### config.mk
export PLATFORM = sky130hd
export DESIGN_NAME = angle_unfold
export DESIGN_NICKNAME = d
export VERILOG_FILES = /design/src/rtl/angle_unfold.sv
export SDC_FILE = /design/constraint.sdc
export NUM_CORES = 1
export LEC_CHECK = 0
export ABC_CLOCK_PERIOD_IN_PS = 4700
export CAP_MARGIN = 0
export CORE_MARGIN = 2
export CORE_UTILIZATION = 58
export CTS_CLUSTER_DIAMETER = 40
export CTS_CLUSTER_SIZE = 12
export DETAILED_ROUTE_END_ITERATION = 12
export PLACE_DENSITY = 0.85
export SYNTH_ARGS = -nofsm -noshare
export SYNTH_HDL_FRONTEND = slang
export SYNTH_SLANG_ARGS = --single-unit
### constraint.sdc
create_clock -name clk -period 4.7 [get_ports clk]
set_input_delay 0.94 -clock clk [delete_from_list [all_inputs] [get_ports clk]]
set_output_delay 0.94 -clock clk [all_outputs]
set_load 0.05 [all_outputs]
### src/rtl/angle_unfold.sv
// Octant unfolding after the atan polynomial: rebuilds the full-circle binary
// angle from the first-octant atan and case code, and emits wrapped phase steps.
module angle_unfold #(
  parameter int ATAN_W = 14,
  parameter int ANG_W  = 16
) (
  input  logic              clk,
  input  logic              rst_n,
  input  logic              val_i,
  input  logic [ATAN_W-1:0] atan_i,
  input  logic [2:0]        case_flag_i,
  input  logic              clr_i,
  output logic [ANG_W-1:0]  angle_o,
  output logic              val_o,
  output logic [ANG_W-1:0]  dphi_o,
  output logic              dphi_val_o
);

  localparam logic [ATAN_W-1:0] Q4   = {1'b1, {(ATAN_W-1){1'b0}}};
  localparam logic [ANG_W-1:0]  QTR  = {2'b01, {(ANG_W-2){1'b0}}};
  localparam logic [ANG_W-1:0]  HALF = {2'b10, {(ANG_W-2){1'b0}}};
  localparam logic [ANG_W-1:0]  ZERO = {ANG_W{1'b0}};

  logic              val1_r;
  logic [2:0]        case1_r;
  logic [ATAN_W-1:0] t1_r;
  logic [ATAN_W-1:0] t_clamp_s;
  logic [ANG_W-1:0]  t_ext_s;
  logic [ANG_W-1:0]  angle_s;
  logic [ANG_W-1:0]  prev_angle_r;
  logic              have_prev_r;

  // Clamp polynomial overshoot beyond pi/4
  always_comb begin
    t_clamp_s = atan_i;
    if (atan_i > Q4) begin
      t_clamp_s = Q4;
    end else begin
      t_clamp_s = atan_i;
    end
  end

  // Stage 1 register: clamped angle, octant code, valid
  always_ff @(posedge clk or negedge rst_n) begin
    if (!rst_n) begin
      val1_r  <= 1'b0;
      case1_r <= 3'd0;
      t1_r    <= {ATAN_W{1'b0}};
    end else begin
      val1_r  <= val_i;
      case1_r <= case_flag_i;
      t1_r    <= t_clamp_s;
    end
  end

  // Octant reconstruction, all arithmetic wraps modulo 2*pi
  always_comb begin
    t_ext_s = ANG_W'(t1_r);
    angle_s = t_ext_s;
    case (case1_r)
      3'd0:    angle_s = t_ext_s - HALF;
      3'd1:    angle_s = t_ext_s;
      3'd2:    angle_s = HALF - t_ext_s;
      3'd3:    angle_s = ZERO - t_ext_s;
      3'd4:    angle_s = ZERO - QTR - t_ext_s;
      3'd5:    angle_s = QTR - t_ext_s;
      3'd6:    angle_s = QTR + t_ext_s;
      3'd7:    angle_s = t_ext_s - QTR;
      default: angle_s = t_ext_s;
    endcase
  end

  // Stage 2 register: angle holds while no sample is valid
  always_ff @(posedge clk or negedge rst_n) begin
    if (!rst_n) begin
      val_o   <= 1'b0;
      angle_o <= {ANG_W{1'b0}};
    end else begin
      val_o <= val1_r;
      if (val1_r) begin
        angle_o <= angle_s;
      end
    end
  end

  // Stage 3: phase difference; clr_i overrides the history flag even on a valid sample
  always_ff @(posedge clk or negedge rst_n) begin
    if (!rst_n) begin
      dphi_o       <= {ANG_W{1'b0}};
      dphi_val_o   <= 1'b0;
      prev_angle_r <= {ANG_W{1'b0}};
      have_prev_r  <= 1'b0;
    end else begin
      dphi_val_o <= 1'b0;
      if (val_o) begin
        prev_angle_r <= angle_o;
      end
      if (clr_i) begin
        have_prev_r <= 1'b0;
      end else if (val_o) begin
        have_prev_r <= 1'b1;
        if (have_prev_r) begin
          dphi_o     <= angle_o - prev_angle_r;
          dphi_val_o <= 1'b1;
        end
      end
    end
  end

endmodule

==> results of run 1 <==
## state kept, by name, indices dropped and copies added, names as in the netlist
name	count
dphi_val_o	1
angle_o	16
val1_r	1
have_prev_r	1
case1_r	3
val_o	1
prev_angle_r	16
dphi_o	16
t1_r	14
## metrics by stage
step	worst slack (ps)	hold slack, ps	area [sq um]	util, %
6_report	1580	486	4280	73.1
2_1_floorplan	2160	428	3480	-
3_3_place_gp	2010	462	4070	69.5
4_1_cts	1580	491	4280	73.1
5_1_grt	1450	511	4280	73.1
3_5_place_dp	1980	474	4070	69.5
## layout by cell type (no fill, tap or decap), types with 3 or more instances in the layout
| master | netlist | layout |
|---|---|---|
| nor4_1 | 3 | 3 |
| dfrtp_1 | 69 | 69 |
| nor3_1 | 5 | 5 |
| o21ai_0 | 25 | 25 |
| clkdlybuf4s50_1 | 0 | 53 |
| and3_1 | 3 | 3 |
| a21oi_1 | 34 | 34 |
| nand2_1 | 37 | 37 |
| o21a_1 | 4 | 4 |
| o31ai_1 | 3 | 3 |
| nor2_1 | 29 | 29 |
| inv_1 | 20 | 20 |
| nand4_1 | 5 | 5 |
| nor2b_1 | 16 | 16 |
| o21ai_1 | 9 | 9 |
| ha_1 | 16 | 16 |
| a21o_1 | 4 | 4 |
| xnor2_1 | 9 | 9 |
| clkbuf_8 | 0 | 10 |
| xor2_1 | 16 | 16 |
| or4_1 | 3 | 3 |
| nand3_1 | 4 | 4 |
## power groups by stage
stage                     combinational, uW  clock [uW]  sequential [uW]
after floorplan                         368           0             1060
after global placement                  900           0              788
after detailed placement                925           0              796
after CTS                               931         511              785
after global routing                   1010         532              797
final                                   929         505              783
## area by class of cell
cell class              instances  area [sq um]
clock buffers                  10           138
repair buffers                 56           551
well taps                      75          93.8
multi-input cells             257          1620
clock inverters                 6          71.3
flip-flops and latches         69          1730
fillers                       429          1570
inverters                      20          75.1
## worst paths after layout
kind	endpoint	depth (start not counted)	slack (ps)	startpoint
setup / recovery	val_o	1	1580	val_o$_DFF_PN0_
hold / removal	dphi_o[4]$_DFFE_PN0P_	2	490	dphi_o[4]$_DFFE_PN0P_
setup reg to reg	dphi_o[14]$_DFFE_PN0P_	9	2280	angle_o[0]$_DFFE_PN0P_
hold reg to reg	dphi_o[4]$_DFFE_PN0P_	2	490	dphi_o[4]$_DFFE_PN0P_
max in group asynchronous	angle_o[8]$_DFFE_PN0P_	2	3110	rst_n
min in group asynchronous	dphi_o[2]$_DFFE_PN0P_	1	710	rst_n
## cells by family (layout without fill, tap and decap cells)
logic type / Yosys count / count (layout)
and+or+nand+nor: 117 / 117
AOI/OAI and AO/OA: 95 / 95
DFF: 69 / 69
buffers and inverters: 35 / 92
xor gates and xnor gates: 25 / 25
adders and majority gates: 17 / 17
muxes: 3 / 3
## layer usage
layer  track usage [%]  vias up
li1                  -     1367
met1              28.1     1262
met2              39.4       72
met3              3.74       22
met4              13.2        0
met5                 0        -
## worst register-to-register path, cell delays in order, from the launching register on
cell and delay (ps):
dfrtp_1 360, inv_1 70, ha_1 230, fa_1 400, nor2b_1 140, o21a_1 140, a311o_1 290, a21oi_1 150
or4_1 480, nand3_1 90
==> metrics.yaml, run 1 <==
syn_area_sq_um: 3480
synthAdderAreaFrac_pct: 6.33
p_clk_share_pct: 22.8
grt_max_degree: 45
yosysMostFrequentCell: "dfrtp_1"
dr_wl_met2_um: 3480
max_stage_delay_ps: 940
die_w_um: 81.5
critPathSlowestCell: "clkdlybuf4s50_1"
seq_area_frac_synth_pct: 49.6
insertion_delay_ps: 370
finalNetCount: 451
synthToLayoutAreaGrowth_pct: 22.9
status: "complete, no violations"
critPathLaunchType: "register"
start_util_pct: 59.5
slew_headroom_pct: 37.9
synthSimpleGateAreaFrac_pct: 16.7
wire_per_inst_um: 14.0
ant_nets: 0
grt_pass1_wl_um: 11600
worstMarginPinSlew_ps: 931
cts_tree: "done"
cts_hold_buf: 0
p_per_area_nw_per_um2: 518
die_h_um: 81.5
cts_root_buf: "clkbuf_8"
synth_top_family_by_area: "simple AND/OR/NAND/NOR gates"
post-synth-top-area-fraction_pct: 49.6
ys_seq_elements: 69
die-area_sq_um: 6640
ys_top_cells_by_count: "dfrtp_1, nand2_1, a21oi_1, nor2_1, o21ai_0"
power_frac_comb_pct: 41.9
wl_um: 6890
post-dp-hpwl_um: 5070
drtIter0Drc: 90
crit_chain: "clkdlybuf4s50_1"
p_sw_share_pct: 41.2
fin_worst_skew_ps: 7.74
min_period_ps: 3120
pwr-share-seq_pct: 35.3
top_layer_used: "met4"
portBuffers: 54
rsz0062_at_grt: "no"
drt_drc_violations_left: 0
maxCapViolCount: 0
cts_sinks: 69
core_area_sq_um: 5850
post_cts_buffers: 0
synthTopCellsByArea: "dfrtp_1, ha_1, a21oi_1, xor2_1, nand2_1"
insertedDiodeCount: 0
wl_met1_um: 2920
placed_cells_incl_taps: 477
synth_compound_area_share_pct: 16.4
gr-total-overflow: 0
vias_per_cell: 5.52
syn_area_per_cell_sq_um: 9.64
clock.fmax_ghz: 0.320
synth_edf_count: 0
path_buf_inv: 1
cts_resized: 0
power.total_uw: 2220
fin_cells: 493
worstPathMaxFanout: 33
synth_mux_area_share_pct: 0.935
p_sw_uw: 913
gp_congestion: 0.803
cts_made_buffers: 9
drive_gt1_share_pct: 6.70
ios: 55
min_period_over_period_pct: 66.4
grt_pass1_vias: 2558
track_usage_pct: 23.2
ys.flop_type: "dfrtp_1"
synth_fp_nets: 399
vias: 2723
yosys_warnings: 0
hp-class: "reg2reg"
synth_xor_area_share_pct: 6.29
syn_inst: 361
synth_cell_types: 46
worstSetupPathType: "reg2out"
p_int_uw: 1300
setup_viol: 0
cts_buffer_depth: 2
hold_viol_final: 0
rows: 28
slew_viol_final: 0
fin_setup_tns_ps: 0
clk_pin_slew_ps: 80
cp.arrival_ps: 2180
crit_required_ps: 3760
cts_max_level: 3
dr.pass1.iters: 4
async_flop_share_pct: 100
ir_drop_v: 0.000322
synth_top_area_cell: "dfrtp_1"
antenna_found_initial: 0
crit_path_end_kind: "primary output"
leakage_uw: 0.00190
dr_wl_met3_um: 275
critPathTopFamily: "buffers and inverters"
Note: power is estimated with default switching activity, not from simulation.
==> run 2, diff against run 1 <==
==> config.mk (replaced) <==
export PLATFORM = sky130hd
export DESIGN_NAME = angle_unfold
export DESIGN_NICKNAME = d
export VERILOG_FILES = /design/src/rtl/angle_unfold.sv
export SDC_FILE = /design/constraint.sdc
export NUM_CORES = 1
export LEC_CHECK = 0
export ABC_CLOCK_PERIOD_IN_PS = 2600
export CAP_MARGIN = 0
export CORE_MARGIN = 2
export CORE_UTILIZATION = 48
export CTS_CLUSTER_DIAMETER = 40
export CTS_CLUSTER_SIZE = 12
export DETAILED_ROUTE_END_ITERATION = 12
export PLACE_DENSITY = 0.75
export SYNTH_ARGS = -nofsm -noshare
export SYNTH_HDL_FRONTEND = slang
export SYNTH_SLANG_ARGS = --single-unit
==> constraint.sdc (replaced) <==
create_clock -name clk -period 2.6 [get_ports clk]
set_input_delay 0.52 -clock clk [delete_from_list [all_inputs] [get_ports clk]]
set_output_delay 0.52 -clock clk [all_outputs]
set_load 0.05 [all_outputs]
==> metrics.yaml, run 2 (same netlist as run 1, synthesis figures left out) <==
mostFrequentLayoutCells: "dfrtp_1, clkdlybuf4s50_1, nand2_1, a21oi_1, nor2_1"
insertion_delay_ps: 350  # -20 ps
rsz0062_at_grt: "no"
slew_headroom_pct: 37.9  # -0.068 points
placed_cells_incl_taps: 507  # +6.3%
cts_max_level: 3  # unchanged
dr.pass1.iters: 4  # unchanged
cts_root_buf: "clkbuf_8"
fill_cells: 644  # +50%
maxCapViolCount: 0  # unchanged
setup_viol: 0  # unchanged
grt_pass1_wl_um: 11400  # -1.7%
hold_viol_final: 0  # unchanged
finalNetCount: 457  # +1.3%
cts_made_buffers: 9  # unchanged
crit_path_end_kind: "register"
rr_startpoint: "angle_o[0]$_DFFE_PN0P_"
ios: 55  # unchanged
critPathTopFamily: "simple AND/OR/NAND/NOR gates"
critPathSlowestCell: "or4_1"
post_cts_buffers: 0  # unchanged
power.total_uw: 4300  # +94%
max_stage_delay_ps: 480  # -460 ps
crit_required_ps: 2880  # -880 ps
die-area_sq_um: 7950  # +20%
worstPathMaxFanout: 3  # -91%
vias_per_cell: 5.12  # -7.3%
ant_nets: 0  # unchanged
core_area_sq_um: 7140  # +22%
drtIter0Drc: 138  # +53%
status: "complete, no violations"
cts_resized: 0  # unchanged
insertedDiodeCount: 0  # unchanged
slew_viol_final: 0  # unchanged
cts_sinks: 69  # unchanged
ff2ff_setup_slack_ps: 280  # -2000 ps
r2r-end: "dphi_o[14]$_DFFE_PN0P_"
wire_per_inst_um: 13.4  # -4.2%
hp-class: "in2async"
r2r_cells: 9  # unchanged
cp.arrival_ps: 2600  # +420 ps
drive_gt1_share_pct: 8.25  # +1.6 points
cts_hold_buf: 0  # unchanged
post-dp-hpwl_um: 5240  # +3.4%
grt_max_degree: 45  # unchanged
clock.fmax_ghz: 0.432
track_usage_pct: 18.8  # -4.4 points
p_per_area_nw_per_um2: 972  # +87%
antenna_found_initial: 0  # unchanged
crit_chain: "inv_1, ha_1, fa_1, nor2b_1, o21a_1, a311o_1, a21oi_1, or4_1, nand3_1"
die_w_um: 89.2  # +9.4%
gr-total-overflow: 0  # unchanged
largest_registers: "angle_o x16, dphi_o x16, prev_angle_r x16"
portBuffers: 54  # unchanged
vias: 2678  # -1.7%
final_common_cell: "dfrtp_1"
drt_drc_violations_left: 0  # unchanged
ir_drop_v: 0.000373  # +16%
cts_tree: "done"
fin_cells: 523  # +6.1%
min_period_over_period_pct: 89.1
die_h_um: 89.2  # +9.4%
clk_pin_slew_ps: 80  # about the same
start_util_pct: 48.8  # -11 points
worstMarginPinSlew_ps: 932  # +1.02 ps
fin_worst_skew_ps: 7.59  # -0.149 ps
leakage_uw: 0.00197  # +3.4%
grt_pass1_vias: 2444  # -4.5%
gp_congestion: 0.878  # +9.3%
rows: 31  # +11%
critPathLaunchType: "register"
min_period_ps: 2320
path_buf_inv: 1  # unchanged
synthToLayoutAreaGrowth_pct: 27.0
fin_setup_tns_ps: 0  # unchanged
cts_buffer_depth: 2  # unchanged
worstSetupPathType: "reg2reg"
wl_um: 7000  # +1.7%
run 2: cell count changes in the layout (fill, tap and decap cells not counted):
cell and change:
buf_4 +6, bufinv_16 +3, clkinv_4 -2, buf_12 +1
clkbuf_8 -1, clkdlybuf4s50_1 -1, clkinvlp_4 -1, inv_6 +1
run 2: area by class of cell:
class                           count  area [sq um]  area share (%)
Clock buffer                        9           124            2.80
Clock inverter                      7           145            3.28
Inverter                           20          75.1            1.70
Multi-Input combinational cell    257          1620            36.7
Sequential cell                    69          1730            39.0
Tap cell                           99           124            2.80
Timing Repair Buffer               62           606            13.7
run 2: layer usage:
| layer | track usage, % | up-vias | part of all wire, % |
|---|---|---|---|
| met1 | 24.4 | 1257 | 47 |
| met5 | 0 | - | 0 |
| met3 | 4.06 | 9 | 4.0 |
| met4 | 7.33 | 0 | 1.4 |
| li1 | - | 1356 | - |
| met2 | 30.9 | 56 | 48 |
run 2: how the worst max path moves through the flow:
stage,startpoint,end,slack [ps],cells after the start
floorplan,angle_o[0]$_DFFE_PN0P_,dphi_o[14]$_DFFE_PN0P_,60,9
global placement,angle_o[0]$_DFFE_PN0P_,dphi_o[14]$_DFFE_PN0P_,370,9
detailed placement,angle_o[1]$_DFFE_PN0P_,dphi_o[15]$_DFFE_PN0P_,320,7
CTS,angle_o[1]$_DFFE_PN0P_,dphi_o[15]$_DFFE_PN0P_,290,7
global route,angle_o[0]$_DFFE_PN0P_,dphi_o[14]$_DFFE_PN0P_,150,9
finish,angle_o[0]$_DFFE_PN0P_,dphi_o[14]$_DFFE_PN0P_,280,9
run 2: report_power, final:
part | internal, uW | switching (uW) | leakage (uW)
Combinational | 633 | 1080 | 0.00100
Sequential | 1270 | 133 | 0.000837
Clock | 741 | 434 | 0.000130
run 2: worst reg2reg max path: cells and delay by family, from the launching register on:
family / cells / cell delay, ps
AO/OA/AOI/OAI: 3 / 470
adder cells (fa/ha/maj): 2 / 640
buffers and inverters: 1 / 60
flip-flops: 1 / 370
AND/OR/NAND/NOR: 3 / 700
run 2: through the flow:
step           hold WS, ps  area [sq um]  setup slack [ps]  utilization [%]
5_1_grt                225          4420               145             62.0
2_1_floorplan          224          3480              56.5                -
3_3_place_gp           460          4150               371             58.2
4_1_cts                184          4420               291             62.0
6_report               173          4420               284             62.0
3_5_place_dp           473          4150               318             58.2
==> run 3, diff against run 2 <==
--- a/config.mk
+++ b/config.mk
@@ -6,7 +6,7 @@
 export NUM_CORES = 1
 export LEC_CHECK = 0
 export ABC_CLOCK_PERIOD_IN_PS = 2600
-export CAP_MARGIN = 0
+export CAP_MARGIN = 20
 export CORE_MARGIN = 2
 export CORE_UTILIZATION = 48
 export CTS_CLUSTER_DIAMETER = 40
==> results of run 3 <==
Same layout as run 2: the final DEF is identical, and so are final timing and power.
